### src/rtl/pb_operand_accumulator_if.sv
// Operand switch/button bus and result outputs of the operand accumulator.
// The board side drives the master modport, the accumulator takes the slave.
interface pb_operand_accumulator_if #(
    parameter int WIDTH        = 4,
    parameter int NUM_OPERANDS = 5,
    parameter int SUM_WIDTH    = 8
);
    logic [WIDTH-1:0]        y;
    logic [NUM_OPERANDS-1:0] pb;
    logic                    rot;
    logic [SUM_WIDTH-1:0]    sum;
    logic                    busy;
    logic                    done;

    modport master (
        output y, pb, rot,
        input  sum, busy, done
    );

    modport slave (
        input  y, pb, rot,
        output sum, busy, done
    );
endinterface

### src/rtl/pb_operand_accumulator.sv
// Push-button operand bank with a sequential multi-cycle summation.
// Slots load on pb rising edges; a rot rising edge sums all slots.
module pb_operand_accumulator #(
    parameter int WIDTH        = 4,
    parameter int NUM_OPERANDS = 5,
    parameter int SUM_WIDTH    = 8,
    parameter int SIGNED       = 0
) (
    input  logic                     clk,
    input  logic                     rst_n,
    pb_operand_accumulator_if.slave  bus
);

    localparam int IDXW = $clog2(NUM_OPERANDS);
    localparam logic [IDXW-1:0] LAST = IDXW'(NUM_OPERANDS - 1);

    if (NUM_OPERANDS < 2) begin : g_chk_n
        $error("pb_operand_accumulator: NUM_OPERANDS must be >= 2");
    end
    if (SUM_WIDTH < WIDTH + $clog2(NUM_OPERANDS)) begin : g_chk_w
        $error("pb_operand_accumulator: SUM_WIDTH too small");
    end

    typedef enum logic {
        IDLE,
        ACCUM
    } state_t;

    state_t                  state;
    logic [NUM_OPERANDS-1:0] pb_q;
    logic [NUM_OPERANDS-1:0] pb_rise;
    logic                    rot_q;
    logic                    rot_rise;
    logic [WIDTH-1:0]        slot [NUM_OPERANDS];
    logic [IDXW-1:0]         idx;
    logic [IDXW-1:0]         ld_idx;
    logic                    ld_hit;
    logic [SUM_WIDTH-1:0]    acc;
    logic [SUM_WIDTH-1:0]    addend;
    logic [SUM_WIDTH-1:0]    sum_r;
    logic                    busy_r;
    logic                    done_r;

    function automatic logic [SUM_WIDTH-1:0] ext(
        input logic [WIDTH-1:0] v
    );
        if (SIGNED != 0)
            ext = {{(SUM_WIDTH-WIDTH){v[WIDTH-1]}}, v};
        else
            ext = {{(SUM_WIDTH-WIDTH){1'b0}}, v};
    endfunction

    assign pb_rise  = bus.pb & ~pb_q;
    assign rot_rise = bus.rot & ~rot_q;
    assign addend   = ext(slot[idx]);

    // Scan high to low so the lowest pressed index wins.
    always_comb begin
        ld_hit = 1'b0;
        ld_idx = '0;
        for (int i = NUM_OPERANDS - 1; i >= 0; i--) begin
            if (pb_rise[i]) begin
                ld_hit = 1'b1;
                ld_idx = IDXW'(i);
            end
        end
    end

    always_ff @(posedge clk or negedge rst_n) begin
        if (!rst_n) begin
            state  <= IDLE;
            pb_q   <= '0;
            rot_q  <= 1'b0;
            idx    <= '0;
            acc    <= '0;
            sum_r  <= '0;
            busy_r <= 1'b0;
            done_r <= 1'b0;
            for (int i = 0; i < NUM_OPERANDS; i++)
                slot[i] <= '0;
        end else begin
            pb_q   <= bus.pb;
            rot_q  <= bus.rot;
            done_r <= 1'b0;
            unique case (state)
                IDLE: begin
                    if (ld_hit)
                        slot[ld_idx] <= bus.y;
                    if (rot_rise) begin
                        state  <= ACCUM;
                        idx    <= '0;
                        acc    <= '0;
                        busy_r <= 1'b1;
                    end
                end
                ACCUM: begin
                    acc <= acc + addend;
                    idx <= idx + IDXW'(1);
                    if (idx == LAST) begin
                        sum_r  <= acc + addend;
                        done_r <= 1'b1;
                        busy_r <= 1'b0;
                        idx    <= '0;
                        state  <= IDLE;
                    end
                end
                default: state <= IDLE;
            endcase
        end
    end

    assign bus.sum  = sum_r;
    assign bus.busy = busy_r;
    assign bus.done = done_r;

endmodule
### src/flat_wrapper.sv
// flat-port wrapper written by rule: the top's interface ports become plain ports
module pb_operand_accumulator_flat 
#(
    parameter int WIDTH        = 4,
    parameter int NUM_OPERANDS = 5,
    parameter int SUM_WIDTH    = 8,
    parameter int SIGNED       = 0
)
  (clk, rst_n, bus_y, bus_pb, bus_rot, bus_sum, bus_busy, bus_done);
  pb_operand_accumulator_if #(.WIDTH(WIDTH), .NUM_OPERANDS(NUM_OPERANDS), .SUM_WIDTH(SUM_WIDTH)) bus_i ();
  input  logic clk;
  input  logic rst_n;
  input wire logic [$bits(bus_i.y)-1:0] bus_y;
  input wire logic [$bits(bus_i.pb)-1:0] bus_pb;
  input wire logic [$bits(bus_i.rot)-1:0] bus_rot;
  output wire logic [$bits(bus_i.sum)-1:0] bus_sum;
  output wire logic [$bits(bus_i.busy)-1:0] bus_busy;
  output wire logic [$bits(bus_i.done)-1:0] bus_done;
  assign bus_i.y = bus_y;
  assign bus_i.pb = bus_pb;
  assign bus_i.rot = bus_rot;
  assign bus_sum = bus_i.sum;
  assign bus_busy = bus_i.busy;
  assign bus_done = bus_i.done;
  pb_operand_accumulator #(.WIDTH(WIDTH), .NUM_OPERANDS(NUM_OPERANDS), .SUM_WIDTH(SUM_WIDTH), .SIGNED(SIGNED)) u_core (.clk(clk), .rst_n(rst_n), .bus(bus_i));
endmodule
### config.mk
export PLATFORM = sky130hd
export DESIGN_NAME = pb_operand_accumulator_flat
export DESIGN_NICKNAME = d
export VERILOG_FILES = /design/src/rtl/pb_operand_accumulator_if.sv /design/src/rtl/pb_operand_accumulator.sv /design/src/flat_wrapper.sv
export SDC_FILE = /design/constraint.sdc
export NUM_CORES = 1
export LEC_CHECK = 0
export ABC_AREA = 1
export CORE_MARGIN = 2
export CORE_UTILIZATION = 35
export DETAILED_ROUTE_END_ITERATION = 8
export SYNTH_ARGS = -nofsm -noshare
export SYNTH_HDL_FRONTEND = slang
export SYNTH_SLANG_ARGS = --single-unit
export TNS_END_PERCENT = 50
### constraint.sdc
create_clock -name clk -period 2.73 [get_ports clk]
set_input_delay 0.273 -clock clk [delete_from_list [all_inputs] [get_ports clk]]
set_output_delay 0.273 -clock clk [all_outputs]
set_load 0.02 [all_outputs]
==> results of run 1 <==
-- layout make-up --
cell class	instances	area (um2)	share of cell area, %
Tap cell	77	96.3	3.54
Inverter	35	136	5.01
Clock buffer	5	68.8	2.53
Clock inverter	3	42.5	1.56
Multi-Input combinational cell	173	956	35.1
Timing Repair Buffer	23	223	8.18
Sequential cell	48	1200	44.1
-- cells by family (layout without fill, tap and decap cells) --
group	Yosys count	count (layout)
fa+ha+maj	7	7
buf+inv	37	66
compound gates	43	43
xor+xnor	2	2
flops	48	48
simple gates	121	121
-- final timing paths --
kind,endpoint,cells past startpoint
worst max-delay path,u_core.acc[4],12
worst min-delay path,u_core.pb_q[3],1
worst max register to register,u_core.acc[4],12
worst min register to register,u_core.bus.sum[7],2
max in group asynchronous,u_core.slot[15],3
min in group asynchronous,u_core.bus.done,2
-- worst register-to-register path: cells and delay by family, from the launching register on --
family / cells / cell delay [ns]
buffers and inverters: 1 / 0.19
AOI/OAI and AO/OA: 1 / 0.08
and+or+nand+nor: 8 / 0.79
adders and majority gates: 2 / 0.64
DFF: 1 / 0.59
-- registers in the layout (all words and copies together), names as in the netlist --
name	count
u_core.bus.done	1
u_core.acc	8
u_core.slot	20
u_core.idx	3
u_core.rot_q	1
u_core.state	1
u_core.pb_q	5
u_core.bus.busy	1
u_core.bus.sum	8
-- cell usage in the layout (no fill, tap or decap), drive strengths merged --
master,instances
a21oi,7
a22o,1
buf,2
bufinv,1
clkbuf,5
clkdlybuf4s50,20
clkinv,1
clkinvlp,1
dfrtp,48
dlygate4sd3,1
fa,1
ha,6
inv,35
nand2,89
nand3,21
nand3b,1
nand4,3
nor2,5
o21ai,30
o22ai,5
or2,2
xnor2,1
xor2,1
-- power by group --
group | total (mW) | switching [mW] | leakage [nW] | internal [mW]
combinational | 1.37 | 0.808 | 0.692 | 0.560
sequential | 1.24 | 0.243 | 0.599 | 1.00
clock | 0.522 | 0.251 | 0.0541 | 0.271
-- per-layer routing --
layer | part of all wire (%) | global-route usage [%]
met5 | 0 | 0
met4 | 1.4 | 5.48
met3 | 4.0 | 3.02
met2 | 45 | 22.7
met1 | 49 | 18.8
-- through the flow --
step / setup WS (ns) / hold WS (ns)
2_1_floorplan: 0.699 / -0.0226
3_3_place_gp: 0.463 / 0.292
3_5_place_dp: 0.363 / 0.298
4_1_cts: 0.338 / 0.420
5_1_grt: 0.125 / 0.425
6_report: 0.349 / 0.420
==> summary.txt, run 1 <==
CTS
  • Worst-path clk slew: 0.09 ns
  • Worst skew pair latency: 0.31 ns
  • Total CTS buffers: 5
  • Setup bufs post-CTS: 0
  • Hold Buf Count CTS: 1
  • Clock buffer depth: 2
  • PostCTS Resize Cnt: 0
  • Sink Count: 48
  • TritonCTS clock tree: done
  • Root Driver: clkbuf_8
  • CTS H-tree lvls: 2

Detailed routing
  • Remaining antenna violation count: 0
  • First drt pass iteration count: 4
  • Vias per cell: 4.79
  • Vias: 1744
  • Final WL: roughly 4.5 mm
  • WL per Instance: 12.4 um
  • Iter 0 DRT Violations: 71
  • Drt drc: 0

Finish
  • P&R area growth vs syn: 17.8%
  • Share of cells above drive strength 1: 11.8%
  • Final net count: 305
  • Final Cell Area: 2720 um2
  • Finished Layout Cells: 364
  • Fillers: 629
  • Fin util: a little over two fifths
  • Ant. Diodes: 0

Placement
  • Routability congestion estimate from global placement: 0.747
  • Buffers added on ports: 21
  • DPL Wire Length: 3.28 mm
  • Placement Cell Area: 2600 um2
  • Cell total after placement: between 300 and 400

Worst setup path
  • Setup crit end kind: flop
  • Critical path class: flop to flop
  • CP Launch Type: flop
  • Worst R2R Setup Slack: between 0.3 and 0.4 ns
  • Critical path required time: 2.93 ns
  • Max stage delay on crit path: between 0.5 and 0.6 ns
  • Crit-path cells: inv_1, nand2_1, nand3_1, nand2_1, o22ai_1, ha_1, fa_1, nand3_1, nand2_2, or2_1, nand3_1, nand2_1
  • RR Startpoint: u_core.idx[0]
  • Kind of cell adding the most delay to the critical path: simple AND/OR/NAND/NOR gates
  • CP Launch Point: u_core.idx[0]
  • WP data arrival: 2.58 ns
  • Crit Path Max Fanout: 16
  • Critical path's slowest cell: dfrtp_1
  • Worst Path Buf+Inv: 1

STA
  • Max-slew violations: 0
  • Skew final: ~0.0064 ns
  • Final setup vio count: 0
  • Actual slew at the worst max-slew pin: 0.553 ns
  • RSZ-0062 raised after global routing: no
  • Final min period: 2.38 ns
  • Max-slew headroom: 63.1%
  • Final setup TNS: 0 ns
  • Period utilization: roughly 87%
  • Final Hold Fails: 0
  • Max Fclk: 420 MHz

Floorplanning
  • FP Rows: 29
  • Initial Util: 36.2%
  • Die W: ~85 um
  • Ports: 22
  • Core area: 6390 um2
  • Die H: approximately 85 um
  • Die area: 7270 um2

Logic synthesis
  • Commonest register cell after synthesis: dfrtp_1
  • Main combinational cell family by area after synthesis: simple AND/OR/NAND/NOR gates
  • Ys async rst share: 100%
  • Leading cell types by count after synthesis: nand2_1, dfrtp_1, inv_1
  • Synthesized cell area: between 2000 and 2500 um2
  • Synth top area share: between 50% and 60%
  • Post-synth EDFFs: 0
  • Synth Area in Simple Gates: 25.3%
  • Complex-gate fraction of the synthesized area: 11.1%
  • YS warnings: 0
  • FF+latch count, synth: 48
  • Mux cell area share after synthesis: 0%
  • Synth area leader: dfrtp_1
  • Average size of a mapped cell: around 9.0 um2
  • Top post-synthesis cells by area: dfrtp_1, nand2_1, inv_1
  • Instance count of the mapped netlist: 258
  • Post-synthesis adder-cell area fraction: just over 4%
  • Synth cell types: 32
  • Synthesized Nets: 277
  • Synth Area in XOR/XNOR: less than 1%
  • Most numerous cell in the Yosys netlist: nand2_1
  • Post-synthesis sequential area ratio: 51.9%

Outcome
  • Outcome: completed

Global route
  • Largest net degree at the start of global routing: 26
  • Vias in the first global route: 1792
  • Wire length of the first global-routing pass: approximately 8.1 mm
  • Total congestion overflow: 0
  • Initial antenna violation count: 0
  • All-Layer GR Usage: between 10% and 20%

Pwr
  • Overall power: 3.14 mW
  • Pwr/cell area: between 1000 and 1500 nW/um2
  • P_leak: 1.34 nW
  • VDD IR max: 0.000655 V

Worst hold path
  • HP Start: bus_pb[3]
  • Hold/Removal Path Class: input pin to flop

Run
  • Max-cap violations: 0
No activity file was read; power rests on OpenSTA's default activity.
==> inputs of run 2 (changes only) <==
Settings changed: CORE_UTILIZATION 35 to 40, GPL_TIMING_DRIVEN from default to 1.
==> run 2 against run 1 <==
Utilization increased by 6.3 points. Sequential share of layout area increased by 0.20 points. Count of clock-buffer cells in the layout increased by 1. Register-to-register slack improved by 0.02 ns. Largest power group unchanged. Highest routed layer unchanged.
==> summary.txt, run 2 (synthesis gave the netlist of run 1 again) <==
Detailed routing
  • First drt pass iteration count: 5 (was 4)
  • Iter 0 DRT Violations: 91 (was 71)
  • Vias per cell: 4.85 (was 4.79)
  • Final WL: 4.45 mm (was 4.51 mm)
  • Drt drc: 0 (unchanged)
  • Remaining antenna violation count: 0 (unchanged)
  • Vias: 1740 (was 1744)
  • WL per Instance: 12.4 um (about the same)

Placement
  • DPL Wire Length: 3.32 mm (was 3.28 mm)
  • Cell total after placement: 351 (was 355)
  • Routability congestion estimate from global placement: 0.805 (was 0.747)
  • Buffers added on ports: 21 (unchanged)
  • Pre-CTS setup slack: 0.396 ns (was 0.363 ns)
  • Placement Cell Area: 2600 um2 (about the same)

Pwr
  • Sw Share: 41.2% (was 41.6%)
  • VDD IR max: 0.000463 V (was 0.000655 V)
  • P_leak: 1.35 nW (was 1.34 nW)
  • Combinational Power Share: 44.0% (was 43.6%)
  • Internal power: 1.83 mW (about the same)
  • Clk pwr share: 16.1% (was 16.7%)
  • Sw Pwr: 1.28 mW (was 1.30 mW)
  • Pwr/cell area: 1150 nW/um2 (about the same)
  • Seq pwr share: 40.0% (was 39.7%)

CTS
  • PostCTS Resize Cnt: 0 (unchanged)
  • Clock buffer depth: 2 (unchanged)
  • Sink Count: 48 (unchanged)
  • Worst-path clk slew: 0.09 ns (about the same)
  • Root Driver: clkbuf_8 (unchanged)
  • Worst skew pair latency: 0.30 ns (was 0.31 ns)
  • Setup bufs post-CTS: 0 (unchanged)
  • TritonCTS clock tree: done (unchanged)
  • Hold Buf Count CTS: 0 (was 1)
  • CTS H-tree lvls: 2 (unchanged)
  • Total CTS buffers: 5 (unchanged)

Finish
  • Ant. Diodes: 0 (unchanged)
  • Top reg by flops: u_core.slot (unchanged)
  • Finished Layout Cells: 359 (was 364)
  • Fillers: 547 (was 629)
  • Multi-input gate area: 956 um2 (unchanged)
  • Most frequent cells in the layout: nand2_1, dfrtp_1, inv_1 (unchanged)
  • Final net count: 305 (unchanged)
  • Share of cells above drive strength 1: 11.8% (unchanged)
  • P&R area growth vs syn: 17.3% (was 17.8%)
  • Max reg flops: 20 (unchanged)
  • Most common cell after layout, fill and taps aside: nand2_1 (unchanged)
  • Fin util: 48.9% (was 42.7%)
  • Sequential Area: 1200 um2 (unchanged)
  • Final Cell Area: 2710 um2 (was 2720 um2)

Worst setup path
  • Critical path's slowest cell: dfrtp_1 (unchanged)
  • Critical path class: flop to flop (unchanged)
  • WP data arrival: 2.55 ns (was 2.58 ns)
  • Setup crit end kind: flop (unchanged)
  • CP Launch Type: flop (unchanged)
  • Critical path required time: 2.92 ns (was 2.93 ns)
  • Worst Path Buf+Inv: 1 (unchanged)
  • Max stage delay on crit path: 0.58 ns (was 0.59 ns)
  • Kind of cell adding the most delay to the critical path: simple AND/OR/NAND/NOR gates (unchanged)
  • Crit Path Max Fanout: 16 (unchanged)
  • Crit-path cells: inv_1, nand2_1, nand3_1, nand2_1, o22ai_1, ha_1, fa_1, nand3_1, nand2_2, or2_1, nand3_1, nand2_1 (unchanged)

Worst hold path
  • Hold/Removal Path Class: input pin to asynchronous set/reset pin (was input pin to flop)

Floorplanning
  • Ports: 22 (unchanged)
  • Initial Util: 41.7% (was 36.2%)
  • Die area: 6400 um2 (was 7270 um2)
  • Core area: 5540 um2 (was 6390 um2)
  • FP Rows: 27 (was 29)
  • Die H: 80.0 um (was 85.3 um)
  • Die W: 80.0 um (was 85.3 um)

Global route
  • Total congestion overflow: 0 (unchanged)
  • Largest net degree at the start of global routing: 36 (was 26)
  • Wire length of the first global-routing pass: 7.96 mm (was 8.13 mm)
  • All-Layer GR Usage: 16.2% (was 14.2%)
  • Vias in the first global route: 1680 (was 1792)
  • Initial antenna violation count: 0 (unchanged)

STA
  • Max-slew headroom: 47.8% (was 63.1%)
  • Max-slew violations: 0 (unchanged)
  • Period utilization: 86.5% (was 87.2%)
  • Actual slew at the worst max-slew pin: 0.783 ns (was 0.553 ns)
  • Final setup vio count: 0 (unchanged)
  • Final min period: 2.36 ns (was 2.38 ns)
  • Final Hold Fails: 0 (unchanged)
  • Setup WS post-layout: 0.368 ns (was 0.349 ns)
  • RSZ-0062 raised after global routing: no (unchanged)
  • Max Fclk: 423 MHz (was 420 MHz)
  • Skew final: 0.00465 ns (was 0.00643 ns)
  • Final setup TNS: 0 ns (unchanged)

Run
  • Max-cap violations: 0 (unchanged)

Outcome
  • Outcome: completed (unchanged)
-- run 2: cell types whose count changed in the layout (fill, tap and decap cells not counted), sizes merged --
cell / previous run / this run
clkinvlp: 1 / 0
dlygate4sd3: 1 / 0
buf: 2 / 3
clkbuf: 5 / 6
-- run 2: worst reg2reg max path, cell delays in order (launching register included) --
cell and delay, ns:
dfrtp_1 0.58, inv_1 0.20, nand2_1 0.10, nand3_1 0.07
nand2_1 0.06, o22ai_1 0.08, ha_1 0.21, fa_1 0.41
nand3_1 0.12, nand2_2 0.08, or2_1 0.22, nand3_1 0.07
nand2_1 0.06
-- run 2: final timing paths --
| kind | startpoint | end | slack [ns] | cells after the start |
|---|---|---|---|---|
| setup / recovery | u_core.idx[0] | u_core.acc[4] | 0.37 | 12 |
| hold / removal | rst_n | u_core.bus.done | 0.05 | 1 |
| setup reg to reg | u_core.idx[0] | u_core.acc[4] | 0.37 | 12 |
| hold reg to reg | u_core.bus.sum[0] | u_core.bus.sum[0] | 0.49 | 2 |
| max in group asynchronous | rst_n | u_core.bus.sum[4] | 2.05 | 2 |
| min in group clk | bus_pb[4] | u_core.pb_q[4] | 0.43 | 1 |
-- run 2: stage by stage --
step	hold slack, ns	total power [mW]
after detailed placement	0.402	2.64
final	0.0465	3.12
after global placement	0.397	2.60
after floorplan	-0.0226	2.24
after CTS	0.0729	3.15
after global routing	0.0985	3.42
-- run 2: power groups by stage --
stage          sequential (mW)  combinational, mW  clock, mW
2_1_floorplan             1.24               1.00          0
3_3_place_gp              1.25               1.35          0
3_5_place_dp              1.26               1.38          0
4_1_cts                   1.25               1.39      0.521
5_1_grt                   1.29               1.58      0.548
6_report                  1.25               1.37      0.501
-- run 2: per-layer routing --
layer,wire (um),vias up,global-route usage [%]
met5,0,-,0
met4,65,0,6.10
met3,167,8,3.51
met2,1950,39,24.7
met1,2260,807,22.4
li1,-,886,-
-- run 2: final cells by class --
| cell class | instances | area share [%] |
|---|---|---|
| clock inverter | 2 | 1.29 |
| inverter | 35 | 5.03 |
| multi-input combinational | 173 | 35.3 |
| clock buffer | 6 | 2.68 |
| sequential | 48 | 44.3 |
| timing repair buffer | 23 | 8.12 |
| tap | 72 | 3.32 |
==> inputs of run 3 (changes only) <==
Settings changed: CORE_ASPECT_RATIO from default to 0.8, CTS_BUF_LIST from default to sky130_fd_sc_hd__clkbuf_8 sky130_fd_sc_hd__clkbuf_16.
==> run 3 against run 2 <==
Maximum frequency shrank 0.21%. Worst hold slack better by 0.38 ns. Sequential power about the same. Routed wire length grew 4.9%. Final cell count grew 1.9%. Critical path depth fell by 2. First-iteration DRC count down 11%. Clock skew rose by 0.0078 ns. Count of clock-buffer cells in the layout decreased by 1. Combinational power about the same. Sequential cell count stayed put. Global-route usage about the same. Critical path type unchanged. Critical endpoint unchanged.
==> summary.txt, run 3 (synthesis gave the netlist of run 1 again) <==
Pwr
  • Sw Pwr: 1.32 mW (was 1.28 mW)
  • Overall power: 3.15 mW (was 3.12 mW)
  • Clk pwr share: 16.6% (was 16.1%)
  • VDD IR max: 0.000483 V (was 0.000463 V)
  • P_leak: 1.35 nW (about the same)
  • Internal power: 1.83 mW (about the same)
  • Combinational Power Share: 43.7% (was 44.0%)
  • Sw Share: 41.8% (was 41.2%)
  • Pwr/cell area: 1150 nW/um2 (about the same)
  • Seq pwr share: 39.7% (was 40.0%)

STA
  • Final setup vio count: 0 (unchanged)
  • RSZ-0062 raised after global routing: no (unchanged)
  • Hold WS: 0.427 ns (was 0.0465 ns)
  • Final Hold Fails: 0 (unchanged)
  • Max Fclk: 423 MHz (about the same)
  • Actual slew at the worst max-slew pin: 0.644 ns (was 0.783 ns)
  • Max-slew headroom: 57.1% (was 47.8%)
  • Max-slew violations: 0 (unchanged)
  • Period utilization: 86.7% (was 86.5%)
  • Skew final: 0.0125 ns (was 0.00465 ns)
  • Final setup TNS: 0 ns (unchanged)
  • Final min period: 2.37 ns (was 2.36 ns)

Finish
  • Share of cells above drive strength 1: 12.2% (was 11.8%)
  • Most frequent cells in the layout: nand2_1, dfrtp_1, inv_1 (unchanged)
  • Final net count: 306 (was 305)
  • P&R area growth vs syn: 18.2% (was 17.3%)
  • Max reg flops: 20 (unchanged)
  • Ant. Diodes: 0 (unchanged)
  • Fillers: 555 (was 547)
  • Top reg by flops: u_core.slot (unchanged)
  • Final Cell Area: 2730 um2 (was 2710 um2)
  • Most common cell after layout, fill and taps aside: nand2_1 (unchanged)

Global route
  • Largest net degree at the start of global routing: 29 (was 36)
  • Total congestion overflow: 0 (unchanged)
  • Wire length of the first global-routing pass: 7.92 mm (was 7.96 mm)
  • Vias in the first global route: 1635 (was 1680)
  • All-Layer GR Usage: 16.2% (about the same)
  • Initial antenna violation count: 0 (unchanged)

Worst setup path
  • WP data arrival: 2.58 ns (was 2.55 ns)
  • Reg-to-reg endpoint: u_core.acc[4] (unchanged)
  • Kind of cell adding the most delay to the critical path: simple AND/OR/NAND/NOR gates (unchanged)
  • Worst path most repeated cell: nand3_1
  • Crit Path Max Fanout: 16 (unchanged)
  • Worst R2R Setup Slack: 0.36 ns (was 0.37 ns)
  • CP Launch Point: u_core.idx[0] (unchanged)
  • Crit-path cells: inv_1, nand3_1, o22ai_1, ha_1, fa_1, nand3_1, nand2_2, or2_1, nand3_1, nand2_1 (was inv_1, nand2_1, nand3_1, nand2_1, o22ai_1, ha_1, fa_1, nand3_1, nand2_2, or2_1, nand3_1, nand2_1)
  • Critical path's slowest cell: dfrtp_1 (unchanged)
  • Crit path capture: u_core.acc[4] (unchanged)
  • CP Launch Type: flop (unchanged)
  • RR Startpoint: u_core.idx[0] (unchanged)
  • Critical path class: flop to flop (unchanged)
  • Critical path required time: 2.94 ns (was 2.92 ns)
  • Worst Path Buf+Inv: 1 (unchanged)
  • Cells on worst reg2reg path: 10 (was 12)
  • Max stage delay on crit path: 0.59 ns (was 0.58 ns)
  • Setup crit end kind: flop (unchanged)
  • CP Depth: 10 (was 12)

CTS
  • Worst skew pair latency: 0.31 ns (was 0.30 ns)
  • Setup bufs post-CTS: 0 (unchanged)
  • Worst-path clk slew: 0.10 ns (was 0.09 ns)
  • CTS H-tree lvls: 2 (unchanged)
  • TritonCTS clock tree: done (unchanged)
  • PostCTS Resize Cnt: 0 (unchanged)
  • Total CTS buffers: 5 (unchanged)
  • Clock buffer depth: 2 (unchanged)
  • Sink Count: 48 (unchanged)
  • Root Driver: clkbuf_8 (unchanged)

Detailed routing
  • Iter 0 DRT Violations: 81 (was 91)
  • Drt drc: 0 (unchanged)
  • Vias per cell: 4.70 (was 4.85)
  • WL per Instance: 12.7 um (was 12.4 um)
  • Remaining antenna violation count: 0 (unchanged)
  • Vias: 1719 (was 1740)
  • Final WL: 4.67 mm (was 4.45 mm)
  • First drt pass iteration count: 4 (was 5)

Floorplanning
  • Die H: 72 um (was 80.0 um)
  • Core area: 5530 um2 (was 5540 um2)
  • Die W: 89.0 um (was 80.0 um)
  • Ports: 22 (unchanged)
  • Die area: 6410 um2 (was 6400 um2)
  • Initial Util: 41.8% (was 41.7%)
  • FP Rows: 24 (was 27)

Placement
  • Placement Cell Area: 2610 um2 (was 2600 um2)
  • Routability congestion estimate from global placement: 0.809 (was 0.805)
  • Buffers added on ports: 21 (unchanged)
  • DPL Wire Length: 3.37 mm (was 3.32 mm)

Worst hold path
  • Hold/Removal Path Class: input pin to flop (was input pin to asynchronous set/reset pin)

Run
  • Max-cap violations: 0 (unchanged)

Outcome
  • Outcome: completed (unchanged)
run 3: changes by cell type in the layout (fill, tap and decap cells not counted):
| cell | before | now |
|---|---|---|
| clkbuf_1 | 1 | 0 |
| clkinvlp_4 | 0 | 1 |
| dlygate4sd3_1 | 0 | 1 |
run 3: metal layers:
layer / up-vias / share of wire (%) / GRT usage [%] / routed length, um
met3: 5 / 3.0 / 3.41 / 138
met5: - / 0 / 0 / 0
li1: 888 / - / - / -
met4: 0 / 1.3 / 5.47 / 62
met2: 24 / 40 / 22.5 / 1880
met1: 802 / 55 / 24.9 / 2590
run 3: repair_timing:
| action | CTS | global route |
|---|---|---|
| endpoints found under the hold margin | 1 | 0 |
| endpoints found under the setup margin | 0 | 0 |
| hold buffers | 1 | 0 |
run 3: how the worst min path moves through the flow:
| stage | start | end | slack, ns | depth (start not counted) |
|---|---|---|---|---|
| 6_report | bus_pb[4] | u_core.pb_q[4] | 0.43 | 1 |
| 5_1_grt | bus_pb[1] | u_core.pb_q[1] | 0.41 | 1 |
| 4_1_cts | bus_pb[4] | u_core.pb_q[4] | 0.42 | 1 |
| 3_5_place_dp | rst_n | u_core.idx[1] | 0.35 | 1 |
| 3_3_place_gp | rst_n | u_core.slot[11] | 0.34 | 1 |
| 2_1_floorplan | rst_n | u_core.acc[0] | -0.02 | 0 |
run 3: cell type report:
cell class	count	area [um2]	share of cell area, %
Tap cell	78	97.6	3.57
Timing Repair Buffer	24	230	8.42
Inverter	35	136	4.99
Clock inverter	3	42.5	1.56
Sequential cell	48	1200	44.0
Clock buffer	5	68.8	2.52
Multi-Input combinational cell	173	956	35.0
run 3: power groups by stage:
stage	Combinational, mW	Sequential, mW	Clock (mW)
after global placement	1.37	1.25	0
after CTS	1.39	1.25	0.534
after global routing	1.58	1.29	0.569
after floorplan	1.00	1.24	0
final	1.38	1.25	0.523
after detailed placement	1.38	1.26	0
run 3: through the flow:
step	std cells	utilization, %	worst slack, ns
floorplan	258	-	0.699
CTS	366	49.5	0.372
detailed placement	357	47.3	0.390
finish	366	49.5	0.363
global route	366	49.5	0.146
global placement	357	47.3	0.478
